<file path="src/rtl/subway_pkg.sv">
// Shared definitions for the subway runner path solver: cell and move
// encodings, lane count, FSM states and the lane-after-move helper.
package subway_pkg;

    localparam int LANES = 4;

    // Cell codes stored in the obstacle map
    localparam logic [1:0] CELL_ROAD  = 2'd0;
    localparam logic [1:0] CELL_LOW   = 2'd1;
    localparam logic [1:0] CELL_HIGH  = 2'd2;
    localparam logic [1:0] CELL_TRAIN = 2'd3;

    // Move codes; also used as bit positions in the legal-move mask
    localparam logic [1:0] MV_FWD   = 2'd0;
    localparam logic [1:0] MV_RIGHT = 2'd1;
    localparam logic [1:0] MV_LEFT  = 2'd2;
    localparam logic [1:0] MV_JUMP  = 2'd3;

    typedef enum logic [1:0] {
        ST_IDLE,
        ST_LOAD,
        ST_SOLVE,
        ST_OUTPUT
    } state_t;

    // Lane reached after a move. Out-of-range results (right from lane 3,
    // left from lane 0) wrap, but those moves are always masked as illegal.
    function automatic logic [1:0] dest_lane(input logic [1:0] lane, input logic [1:0] mv);
        case (mv)
            MV_RIGHT: return lane + 2'd1;
            MV_LEFT:  return lane - 2'd1;
            default:  return lane;
        endcase
    endfunction

endpackage

</file>
<file path="src/rtl/subway_move_legal.sv">
// Combinational legality of the four moves from one cell into the next
// column. Bit m of legal corresponds to move code m.
module subway_move_legal
    import subway_pkg::*;
(
    input  logic [1:0]            cur_cell,
    input  logic [1:0]            lane,
    input  logic [LANES-1:0][1:0] nxt_cells,
    output logic [3:0]            legal
);

    logic [1:0] ahead;

    // Evaluate each move against the cell it lands on
    always_comb begin
        ahead          = nxt_cells[lane];
        legal          = '0;
        // Running forward is blocked by low obstacles and trains
        legal[MV_FWD]   = (ahead != CELL_LOW) && (ahead != CELL_TRAIN);
        // Jumping clears low obstacles but cannot land under a high one,
        // and cannot be started from underneath a high obstacle
        legal[MV_JUMP]  = (ahead != CELL_HIGH) && (ahead != CELL_TRAIN) &&
                          (cur_cell != CELL_HIGH);
        // Lane changes need the neighbouring lane to exist and be clear road
        legal[MV_RIGHT] = (lane != 2'(LANES-1)) && (nxt_cells[lane + 2'd1] == CELL_ROAD);
        legal[MV_LEFT]  = (lane != 2'd0) && (nxt_cells[lane - 2'd1] == CELL_ROAD);
    end

endmodule

</file>
<file path="src/rtl/subway_path_solver.sv">
// Subway runner path solver: loads a MAP_LEN x 4 obstacle map, computes
// per-cell reachability of the last column backwards one column per cycle,
// then walks forward from the start lane emitting one move per cycle.
module subway_path_solver
    import subway_pkg::*;
#(
    parameter int MAP_LEN = 64
) (
    input  logic       clk,
    input  logic       rst_n,
    input  logic       in_valid,
    input  logic [1:0] init,
    input  logic [1:0] in0,
    input  logic [1:0] in1,
    input  logic [1:0] in2,
    input  logic [1:0] in3,
    output logic       out_valid,
    output logic [1:0] out
);

    localparam int CW = $clog2(MAP_LEN);
    localparam logic [CW-1:0] LAST_COL  = CW'(MAP_LEN - 1);
    localparam logic [CW-1:0] LAST_STEP = CW'(MAP_LEN - 2);

    state_t state_reg, state_next;

    // One counter serves as load beat, solve column and output step
    logic [CW-1:0] cnt_reg;
    logic [CW-1:0] cnt_plus1;
    logic [1:0]    lane_reg;
    logic          out_valid_reg;
    logic [1:0]    out_reg;

    // Obstacle map and reachability table (ok_mem[c][l]: last column
    // reachable from lane l at column c)
    logic [LANES-1:0][1:0] map_mem [MAP_LEN];
    logic [LANES-1:0]      ok_mem  [MAP_LEN];

    logic [LANES-1:0][1:0] cur_col;
    logic [LANES-1:0][1:0] nxt_col;
    logic [LANES-1:0]      ok_nxt;
    logic [LANES-1:0]      ok_col;
    logic                  load_beat;

    assign cnt_plus1 = cnt_reg + 1'b1;
    assign cur_col   = map_mem[cnt_reg];
    assign nxt_col   = map_mem[cnt_plus1];
    assign ok_nxt    = ok_mem[cnt_plus1];
    assign load_beat = in_valid && ((state_reg == ST_IDLE) || (state_reg == ST_LOAD));

    // Backward reachability: all lanes of one column evaluated in parallel
    for (genvar gi = 0; gi < LANES; gi++) begin : g_solve
        logic [3:0] legal;
        logic [3:0] reach;

        subway_move_legal u_legal (
            .cur_cell  (cur_col[gi]),
            .lane      (2'(gi)),
            .nxt_cells (nxt_col),
            .legal     (legal)
        );

        // Which moves from this lane land on a cell that can still finish
        always_comb begin
            reach = '0;
            for (int m = 0; m < 4; m++) begin
                reach[m] = ok_nxt[dest_lane(2'(gi), 2'(m))];
            end
        end

        assign ok_col[gi] = |(legal & reach);
    end

    // Forward walk: legality of moves from the runner's current cell
    logic [1:0] out_cur;
    logic [3:0] out_legal;
    logic [3:0] out_reach;
    logic [3:0] out_cand;
    logic [1:0] mv_sel;

    assign out_cur = cur_col[lane_reg];

    subway_move_legal u_out_legal (
        .cur_cell  (out_cur),
        .lane      (lane_reg),
        .nxt_cells (nxt_col),
        .legal     (out_legal)
    );

    // Pick the first surviving move in priority fwd, jump, right, left;
    // with no survivor, forward keeps the lane unchanged
    always_comb begin
        out_reach = '0;
        for (int m = 0; m < 4; m++) begin
            out_reach[m] = ok_nxt[dest_lane(lane_reg, 2'(m))];
        end
        out_cand = out_legal & out_reach;
        mv_sel   = MV_FWD;
        if (out_cand[MV_FWD]) begin
            mv_sel = MV_FWD;
        end else if (out_cand[MV_JUMP]) begin
            mv_sel = MV_JUMP;
        end else if (out_cand[MV_RIGHT]) begin
            mv_sel = MV_RIGHT;
        end else if (out_cand[MV_LEFT]) begin
            mv_sel = MV_LEFT;
        end
    end

    // State register
    always_ff @(posedge clk or negedge rst_n) begin
        if (!rst_n) begin
            state_reg <= ST_IDLE;
        end else begin
            state_reg <= state_next;
        end
    end

    // Next-state logic
    always_comb begin
        state_next = state_reg;
        case (state_reg)
            ST_IDLE: begin
                if (in_valid) state_next = ST_LOAD;
            end
            ST_LOAD: begin
                // The final beat is known from the counter, so solving can
                // start right after it without waiting a cycle for in_valid
                if (!in_valid || (cnt_reg == LAST_COL)) state_next = ST_SOLVE;
            end
            ST_SOLVE: begin
                if (cnt_reg == '0) state_next = ST_OUTPUT;
            end
            ST_OUTPUT: begin
                if (cnt_reg == LAST_STEP) state_next = ST_IDLE;
            end
            default: state_next = ST_IDLE;
        endcase
    end

    // Counter, runner lane and registered outputs
    always_ff @(posedge clk or negedge rst_n) begin
        if (!rst_n) begin
            cnt_reg       <= '0;
            lane_reg      <= '0;
            out_valid_reg <= 1'b0;
            out_reg       <= MV_FWD;
        end else begin
            out_valid_reg <= 1'b0;
            out_reg       <= MV_FWD;
            case (state_reg)
                ST_IDLE: begin
                    if (in_valid) begin
                        lane_reg <= init;
                        cnt_reg  <= CW'(1);
                    end
                end
                ST_LOAD: begin
                    if (!in_valid || (cnt_reg == LAST_COL)) begin
                        cnt_reg <= LAST_STEP;
                    end else begin
                        cnt_reg <= cnt_plus1;
                    end
                end
                ST_SOLVE: begin
                    if (cnt_reg != '0) cnt_reg <= cnt_reg - 1'b1;
                end
                ST_OUTPUT: begin
                    out_valid_reg <= 1'b1;
                    out_reg       <= mv_sel;
                    lane_reg      <= dest_lane(lane_reg, mv_sel);
                    cnt_reg       <= (cnt_reg == LAST_STEP) ? '0 : cnt_plus1;
                end
                default: cnt_reg <= '0;
            endcase
        end
    end

    // Map and reachability storage; contents are not reset because every
    // entry that is read gets rewritten by each pattern first
    always_ff @(posedge clk) begin
        if (load_beat) begin
            map_mem[cnt_reg] <= {in3, in2, in1, in0};
        end
        if ((state_reg == ST_IDLE) && in_valid) begin
            ok_mem[LAST_COL] <= '1;
        end
        if (state_reg == ST_SOLVE) begin
            ok_mem[cnt_reg] <= ok_col;
        end
    end

    assign out_valid = out_valid_reg;
    assign out       = out_reg;

endmodule
</file>
<file path="config.mk">
export PLATFORM = sky130hd
export DESIGN_NAME = subway_path_solver
export DESIGN_NICKNAME = d
export VERILOG_FILES = /design/src/rtl/subway_pkg.sv /design/src/rtl/subway_move_legal.sv /design/src/rtl/subway_path_solver.sv
export SDC_FILE = /design/constraint.sdc
export NUM_CORES = 1
export LEC_CHECK = 0
export CAP_MARGIN = 20
export CORE_UTILIZATION = 45
export CTS_BUF_LIST = sky130_fd_sc_hd__clkbuf_8 sky130_fd_sc_hd__clkbuf_16
export DETAILED_ROUTE_END_ITERATION = 6
export PLACE_DENSITY_LB_ADDON = 0.12
export SLEW_MARGIN = 20
export SYNTH_ARGS = -nofsm -noshare
export SYNTH_HDL_FRONTEND = slang
export SYNTH_HIERARCHICAL = 1
export SYNTH_SLANG_ARGS = --single-unit
export TNS_END_PERCENT = 10
</file>
<file path="constraint.sdc">
create_clock -name clk -period 8.4 [get_ports clk]
set_clock_uncertainty 0.15 [all_clocks]
set_input_delay 0.84 -clock clk [delete_from_list [all_inputs] [get_ports clk]]
set_output_delay 0.84 -clock clk [all_outputs]
set_load 0.1 [all_outputs]
</file>
# Word-level counts from Yosys, hierarchy flattened
# Memory sizes are Yosys's and may differ from the RTL's.
# Cells that the tools add are included.
op_classes:
  addsub: 4
  n_mul: 0
  div: 0
  n_lt_le_gt_ge: 3
  eq_ne: 34
  shift: 0
  mux: 42
  bitwise: 5
  reduce_logical: 41
op_table:
  columns: ["cell", "count"]
  rows:
  - ["$ne A2 B2 Y1 const B", 20]
  - ["$mux W6", 5]
  - ["$mux W2", 14]
  - ["$pmux W6 S4", 1]
  - ["$and A4 B4 Y4", 5]
  - ["$reduce_or A4 Y1", 5]
  - ["$logic_and A1 B1 Y1", 19]
  - ["$bmux W2 S2", 4]
  - ["$logic_not A2 Y1", 7]
  - ["$eq A6 B6 Y1 const B", 2]
  - ["$ne A2 B1 Y1 const B", 6]
  - ["$mux W1", 11]
  - ["$lt A2 B3 Y1 const B", 3]
  - ["$pmux W2 S2", 2]
  - ["$pmux W2 S4", 1]
  - ["$add A6 B1 Y6 const B", 1]
  - ["$bmux W1 S2", 3]
  - ["$eq A2 B2 Y1 const B", 3]
  - ["$logic_not A6 Y1", 1]
  - ["$reduce_bool A6 Y1", 1]
  - ["$sub A6 B1 Y6 const B", 1]
  - ["$eq A2 B1 Y1 const B", 2]
  - ["$mux W4", 1]
  - ["$reduce_and A4 Y1", 1]
  - ["8 further kinds", 10]
word_totals:
  regBits: 13
  latchBits: 0
  ramBits: 768
  rom_bits: 0
  word_cells: 136
  n_memories: 2
mem_list:
  columns: ["name", "words", "word_bits", "rd", "rd_clocked_by_memory_dff", "write_ports", "line_no", "rtl"]
  rows:
  - ["map_mem", 64, 8, 2, 0, 1, "subway_path_solver.sv:36", "logic [LANES-1:0][1:0] map_mem [MAP_LEN];"]
  - ["ok_mem", 64, 4, 1, 0, 1, "subway_path_solver.sv:37", "logic [LANES-1:0] ok_mem [MAP_LEN];"]

# Depth between registers and ports, before layout
# Gate-level depths: netlist of the first run.
# An unclocked memory read counts as a cell.
logic_depth:
  ltp_word: 15
  ltp_mapped: 25
  ltp_nobuf: 15

# Modules after synthesis
# Netlist of the first run, hierarchy kept.
by_module_without_submodules:
  columns: ["module", "n_inst", "cells_each", "area_each_um2", "seq_area_each_um2"]
  rows:
  - ["subway_path_solver", 1, 1993, 34385.5, 23387.4]
  - ["subway_move_legal", 5, 20, 170.2, 0.0]

# Least setup slack after synthesis of the first run
# Ideal clock, no wire load.
synth_timing:
  path_type: "reg2reg"
  from: "register cnt_reg[0]"
  to: "memory ok_mem[0][0], data pin"
  setup_ns: 0.378
  t_arrival_ns: 5.755
  required_time_ns: 7.872
  setup_slack_ns: 2.117
  stages_incl_launch_ff: 20
  synth_period_minus_slack_ns: 6.283
  path_cell_list: "dfrtp_1 > clkbuf_4 > inv_2 > buf_2 > buf_6 > ha_1 > buf_6 > buf_8 > buf_6 > buf_6 > buf_2 > clkbuf_1 > clkbuf_1 > mux4_2 > mux4_2 > mux4_2 > mux4_2 > a21oi_2 > o21ai_0 > nand3_1"
synth_rtl:
  columns: ["item", "line_no", "rtl"]
  rows:
  - ["start: declaration", "subway_path_solver.sv:28", "logic [CW-1:0] cnt_reg;"]
  - ["start signal: assignment", "subway_path_solver.sv:162", "cnt_reg <= cnt_plus1;"]
  - ["start signal: assignment", "subway_path_solver.sv:166", "if (cnt_reg != '0) cnt_reg <= cnt_reg - 1'b1;"]
  - ["start signal: assignment", "subway_path_solver.sv:172", "cnt_reg <= (cnt_reg == LAST_STEP) ? '0 : cnt_plus1;"]
  - ["end: declaration", "subway_path_solver.sv:37", null]

==> summary.txt, run 1 <==
Synth
  – Most numerous cell in the Yosys netlist: edfxtp_1
  – Seq cells post-synth: 781
  – Post-synth top area cell: edfxtp_1
  – Synth cell types: 72
  – Top_reg_cell synth: edfxtp_1
  – Mapped Avg Cell Area: 16.8 um2
  – Top area cells in the synthesized netlist: edfxtp_1 (65%), mux4_2 (13%), a22oi_1 (4.8%)
  – Ys Warns: 6
  – Share of the yosys chip area belonging to registers: 66.4%
  – Synth Instances: 2093
  – Post-Synthesis Cell Area: 35200 um2
  – Synth cell count leaders: edfxtp_1 (768), a22oi_1 (226), mux4_2 (206)
  – Post-synth top area share: 65.4%
  – Post-synth EDFFs: 768
  – Fraction of registers with async set/reset: 1.66%

Global route
  – M3 GR Usage: 6.22%
  – Global-route wire length before repair: 155 mm
  – Most used routing layer in global routing: met2
  – Largest net degree at the start of global routing: 94
  – Overflow after GRT: 0
  – Vias in the first global route: 21200
  – Met2 Use GR: 41.6%
  – Gr usage total: 27.5%
  – Met1 Use GR: 39.9%
  – Initial antenna violation count: 6

Critical path
  – Worst Setup Path Type: flip-flop to flip-flop
  – Critical path origin: cnt_reg[0]
  – Startpoint types: flip-flop
  – CP endpoint kind: flip-flop
  – CP Cell Sequence: inv_2 > ha_4 > buf_4 > mux4_2 > mux4_2 > mux4_2 > nor3_1 > a21oi_1 > a211oi_1 > o311a_1 > o211ai_2 > o22ai_1 > o221a_4 > mux2_1 > a21o_1 > a31oi_1
  – RR Startpoint: cnt_reg[0]
  – Worst Path Required: 8.80 ns
  – Worst EP arrival: 6.75 ns
  – CP most frequent cell: mux4_2
  – Max incr delay on CP: 0.81 ns
  – CP max stage cell: ha_4
  – Crit-path max FO: 46

STA
  – Hold Fails Final Rpt: 0
  – Worst hold slack: 0.456 ns
  – Post-route setup slack: 2.05 ns
  – Final setup viols: 0
  – Period minus WS final: 6.35 ns
  – Tightest Pin Transition: 1.15 ns
  – RSZ-0062 raised after global routing: no
  – Setup_tns: 0 ns
  – Final slew viol count: 0
  – Max-slew headroom: 23.4%
  – Crit share post-route: 75.6%
  – FMAX: 157 MHz

Routing
  – WL final: 108 mm
  – DR vias: 21600
  – Drt drc: 1
  – Vias per cell: 6.73
  – DR iter-0 viols: 3035
  – TritonRoute pass-1 iters: 7
  – Drt wl/cell: 33.8 um
  – Routed Antenna Nets: 0

Clocking
  – Longest Clk Path Bufs: 3
  – CTS buffer count: 83
  – CTS tree: yes
  – CTS Hold Bufs: 0
  – CTS Sinks: 781
  – Post-CTS setup buffers: 0
  – Clk_lat worst skew: 0.64 ns
  – Clock-pin slew on the worst setup and hold paths: 0.06 ns
  – CTS root buf: clkbuf_16
  – Number of gates resized after CTS: 0
  – H-tree lvl count: 3

Power and ir drop
  – Pwr Density: 376 nW/um2
  – Leakage: 11.8 nW
  – Worst IR drop on VDD: 0.298 mV

Floorplanning
  – Die area: 79400 um2
  – Row count: 102
  – Height of the die: 282 um
  – Initial Utilization: 45.5%
  – Core ar.: 77500 um2
  – Die width: 282 um
  – I/O pins: 16

Place
  – Placed Instances: 3065
  – Placer congestion estimate: 0.881
  – Place WS: 2.10 ns
  – Port Buffers: 15
  – Post-DP HPWL: 66.8 mm
  – Placed Area: 36600 um2

Layout
  – Final std cells w/o fill: 3209
  – Largest register FFs: 512
  – Storage element area: 23400 um2
  – Post-route cell area: 39200 um2
  – FILL cells: 6324
  – Multi-input gate area: 11200 um2
  – Layout cells sized above 1: 20.6%
  – Final nets: 2141
  – Area growth, synth to finish: 11.2%

Worst hold path
  – Source of the worst hold timing path: state_reg[0]
  – Hold Crit Class: flip-flop to flip-flop

Outcome
  – Failing checks: design-rule violations
  – Status: finished, violations left

Job
  – Max Cap Viol: 0
## kinds of logic after synthesis
family          Yosys count  synth area share, %
fa+ha+maj                18                0.639
simple gates            357                 4.54
flops                   781                 66.4
other cells               2               0.0213
xor+xnor                  9                0.352
buf+inv                 192                 2.50
compound gates          439                 9.56
mux                     295                 16.0
## power by group
part | switching [W] | total (W) | internal [W] | leakage [nW]
clock | 0.00151 | 0.00351 | 0.00200 | 1.33
combinational | 0.00397 | 0.00651 | 0.00254 | 3.68
sequential | 0.000115 | 0.00472 | 0.00461 | 6.74
## stage by stage
step	power [W]	util (%)
6_report	0.0147	50.6
5_1_grt	0.0152	50.6
4_1_cts	0.0147	50.6
3_5_place_dp	0.0112	47.2
3_3_place_gp	0.0112	47.2
2_1_floorplan	0.00913	-
## layer usage
layer	wire [um]	up-vias
met4	3070	8
met3	10900	201
met1	44800	11400
met2	49700	1222
met5	35	-
li1	-	8788
## placed cells by master (no fill, tap or decap), types with 5 or more instances in the layout
cell type / count
a21oi_2: 5
buf_12: 7
a22oi_1: 226
a21oi_1: 20
a221oi_1: 12
clkbuf_16: 85
o21ai_0: 15
clkdlybuf4s50_1: 7
nand3_1: 38
mux2_1: 7
ha_1: 17
dfrtp_1: 12
a222oi_1: 15
o22ai_1: 5
inv_1: 49
mux2_2: 11
bufinv_16: 5
nor2_1: 151
a22o_1: 13
a41oi_1: 50
clkinv_1: 15
a211oi_1: 21
nor3_2: 8
nand2_1: 79
a31oi_1: 24
conb_1: 24
nor3_1: 8
nor2_2: 13
mux2i_1: 64
mux4_1: 5
a32oi_1: 6
mux4_2: 206
edfxtp_1: 768
nor2b_1: 6
nor4_1: 17
nand4_1: 7
buf_4: 54
clkinv_2: 15
## final timing paths
check	endpoint	slack, ns	cells after the start
worst max register to register	lane_reg[1]	2.05	16
worst max-delay path	lane_reg[1]	2.05	16
min in group asynchronous	cnt_reg[2]	0.49	1
worst min register to register	state_reg[0]	0.46	1
max in group asynchronous	cnt_reg[0]	7.06	1
worst min-delay path	state_reg[0]	0.46	1
## cell type report
class	count	share of cell area [%]
Tap cell	1040	3.32
Multi-Input combinational cell	1142	28.6
Inverter	33	0.316
Sequential cell	781	59.7
Timing Repair Buffer	69	1.58
Clock inverter	56	1.04
Antenna cell	1	0.00638
Clock buffer	87	5.50
## worst max-delay path, delay by kind of cell, from the launching register on
family	cells	cell delay, ns
mux	4	1.96
compound gates	8	1.67
flops	1	0.80
simple gates	1	0.20
buf+inv	2	0.58
fa+ha+maj	1	0.81
(Power assumes the default switching activity.)
==> run 2: changes to the inputs <==
==> constraint.sdc (replaced) <==
create_clock -name clk -period 6.2 [get_ports clk]
set_clock_uncertainty 0.15 [all_clocks]
set_input_delay 0.62 -clock clk [delete_from_list [all_inputs] [get_ports clk]]
set_output_delay 0.62 -clock clk [all_outputs]
set_load 0.1 [all_outputs]
==> summary.txt, run 2 (synthesis results as in run 1) <==
Outcome
  – Status: finished, final reports clean

Critical path
  – Crit-path max FO: 55
  – Worst r2r path cells: 13
  – Worst Setup Path Type: flip-flop to flip-flop
  – Startpoint types: flip-flop
  – CP endpoint kind: flip-flop
  – Worst EP arrival: 6.20 ns
  – Worst Path Required: 6.61 ns

Layout
  – Commonest non-fill, non-tap cells in the layout: edfxtp_1 (768), a22oi_1 (226), mux4_2 (206)
  – Commonest non-fill, non-tap cell in the layout: edfxtp_1
  – Largest register FFs: 512
  – Final nets: 2158
  – Area growth, synth to finish: 12.1%
  – Post-layout util: 51.0%
  – Final std cells w/o fill: 3231
  – Layout cells sized above 1: 21.6%

Floorplanning
  – Core ar.: 77500 um2
  – Die area: 79400 um2
  – Height of the die: 282 um
  – I/O pins: 16
  – Row count: 102
  – Die width: 282 um
  – Initial Utilization: 45.5%

Routing
  – Routed Antenna Nets: 0
  – DR iter-0 viols: 2905
  – Vias per cell: 6.65
  – DR vias: 21500
  – TritonRoute pass-1 iters: 6
  – Drt wl/cell: 33.1 um
  – WL final: 107 mm
  – Drt drc: 0

Place
  – Port Buffers: 15
  – Placer congestion estimate: 0.883
  – Post-DP HPWL: 67.6 mm
  – Placed Instances: 3082

Clocking
  – Number of gates resized after CTS: 0
  – Clock-pin slew on the worst setup and hold paths: 0.07 ns
  – CTS Hold Bufs: 0
  – Longest Clk Path Bufs: 3
  – CTS root buf: clkbuf_16
  – CTS buffer count: 83
  – Clk_lat worst skew: 0.64 ns
  – H-tree lvl count: 3
  – CTS Sinks: 781
  – CTS tree: yes
  – Post-CTS setup buffers: 0

STA
  – Crit share post-route: 93.4%
  – FMAX: 173 MHz
  – Max-slew headroom: 22.4%
  – RSZ-0062 raised after global routing: no
  – Period minus WS final: 5.79 ns
  – Tightest Pin Transition: 1.16 ns
  – Hold Fails Final Rpt: 0
  – Final slew viol count: 0
  – Final setup viols: 0
  – Setup_tns: 0 ns

Global route
  – Initial antenna violation count: 2
  – Overflow after GRT: 0
  – Largest net degree at the start of global routing: 92
  – Global-route wire length before repair: 153 mm
  – Gr usage total: 27.1%
  – Vias in the first global route: 21400

Power and ir drop
  – Pwr Density: 515 nW/um2
  – Final Total Pwr: 0.0203 W
  – Worst IR drop on VDD: 0.557 mV
  – Leakage: 11.9 nW

Worst hold path
  – Hold depth: 1
  – Hold Crit Class: input pin to flip-flop

Job
  – Max Cap Viol: 0
-- run 2: cell types whose count changed in the layout (fill, tap and decap cells not counted), sizes merged --
| cell | delta |
|---|---|
| clkbuf | -3 |
| clkinv | +3 |
| inv | -1 |
| clkinvlp | +3 |
| buf | +17 |
| bufinv | +3 |
-- run 2: final timing paths --
kind | endpoint | from | slack, ns
max | lane_reg[1] | cnt_reg[1] | 0.41
max in group asynchronous | cnt_reg[0] | rst_n | 4.96
min reg2reg | state_reg[0] | state_reg[0] | 0.45
min | map_mem[34][4] | in2[0] | 0.31
max reg2reg | lane_reg[1] | cnt_reg[1] | 0.41
min in group asynchronous | lane_reg[1] | rst_n | 0.32
-- run 2: critical path: stages (launching register included) --
cell and delay (ns):
dfrtp_1 0.56, inv_1 0.22, ha_4 0.54, buf_12 0.28
buf_4 0.78, nor2b_1 0.76, a32oi_1 0.29, a22oi_1 0.36
mux2i_1 0.25, a22o_1 0.33, mux4_2 0.54, a21boi_2 0.23
nand3_1 0.12, a31oi_1 0.22
-- run 2: cell type report --
type / instances / area (um2)
inverter: 33 / 124
tap: 1040 / 1300
clock buffer: 84 / 2100
clock inverter: 64 / 543
fill: 6381 / 38000
multi-input combinational: 1142 / 11200
sequential: 781 / 23400
timing repair buffer: 86 / 826
antenna: 1 / 2.50
-- run 2: metal layers --
layer  wire length, um  global-route usage (%)  up-vias
li1                  -                       -     8833
met1             41200                    36.0    11100
met2             51000                    43.8     1296
met3              9760                    5.12      258
met4              5000                    11.9        2
met5                 8                       0        -
-- run 2: where the power goes --
group          internal, W  total, W  switching (W)
sequential         0.00624   0.00636       0.000117
clock              0.00280   0.00488        0.00208
combinational      0.00362   0.00910        0.00548
total               0.0127    0.0203        0.00768
-- run 2: metrics by stage --
step / hold WS, ns / setup WS (ns) / instance area (um2)
2_1_floorplan: 0.174 / -0.0808 / 35300
3_3_place_gp: 0.408 / 0.521 / 36800
3_5_place_dp: 0.424 / 0.507 / 36800
4_1_cts: 0.274 / 0.452 / 39500
5_1_grt: 0.321 / 0.176 / 39500
6_report: 0.306 / 0.407 / 39500
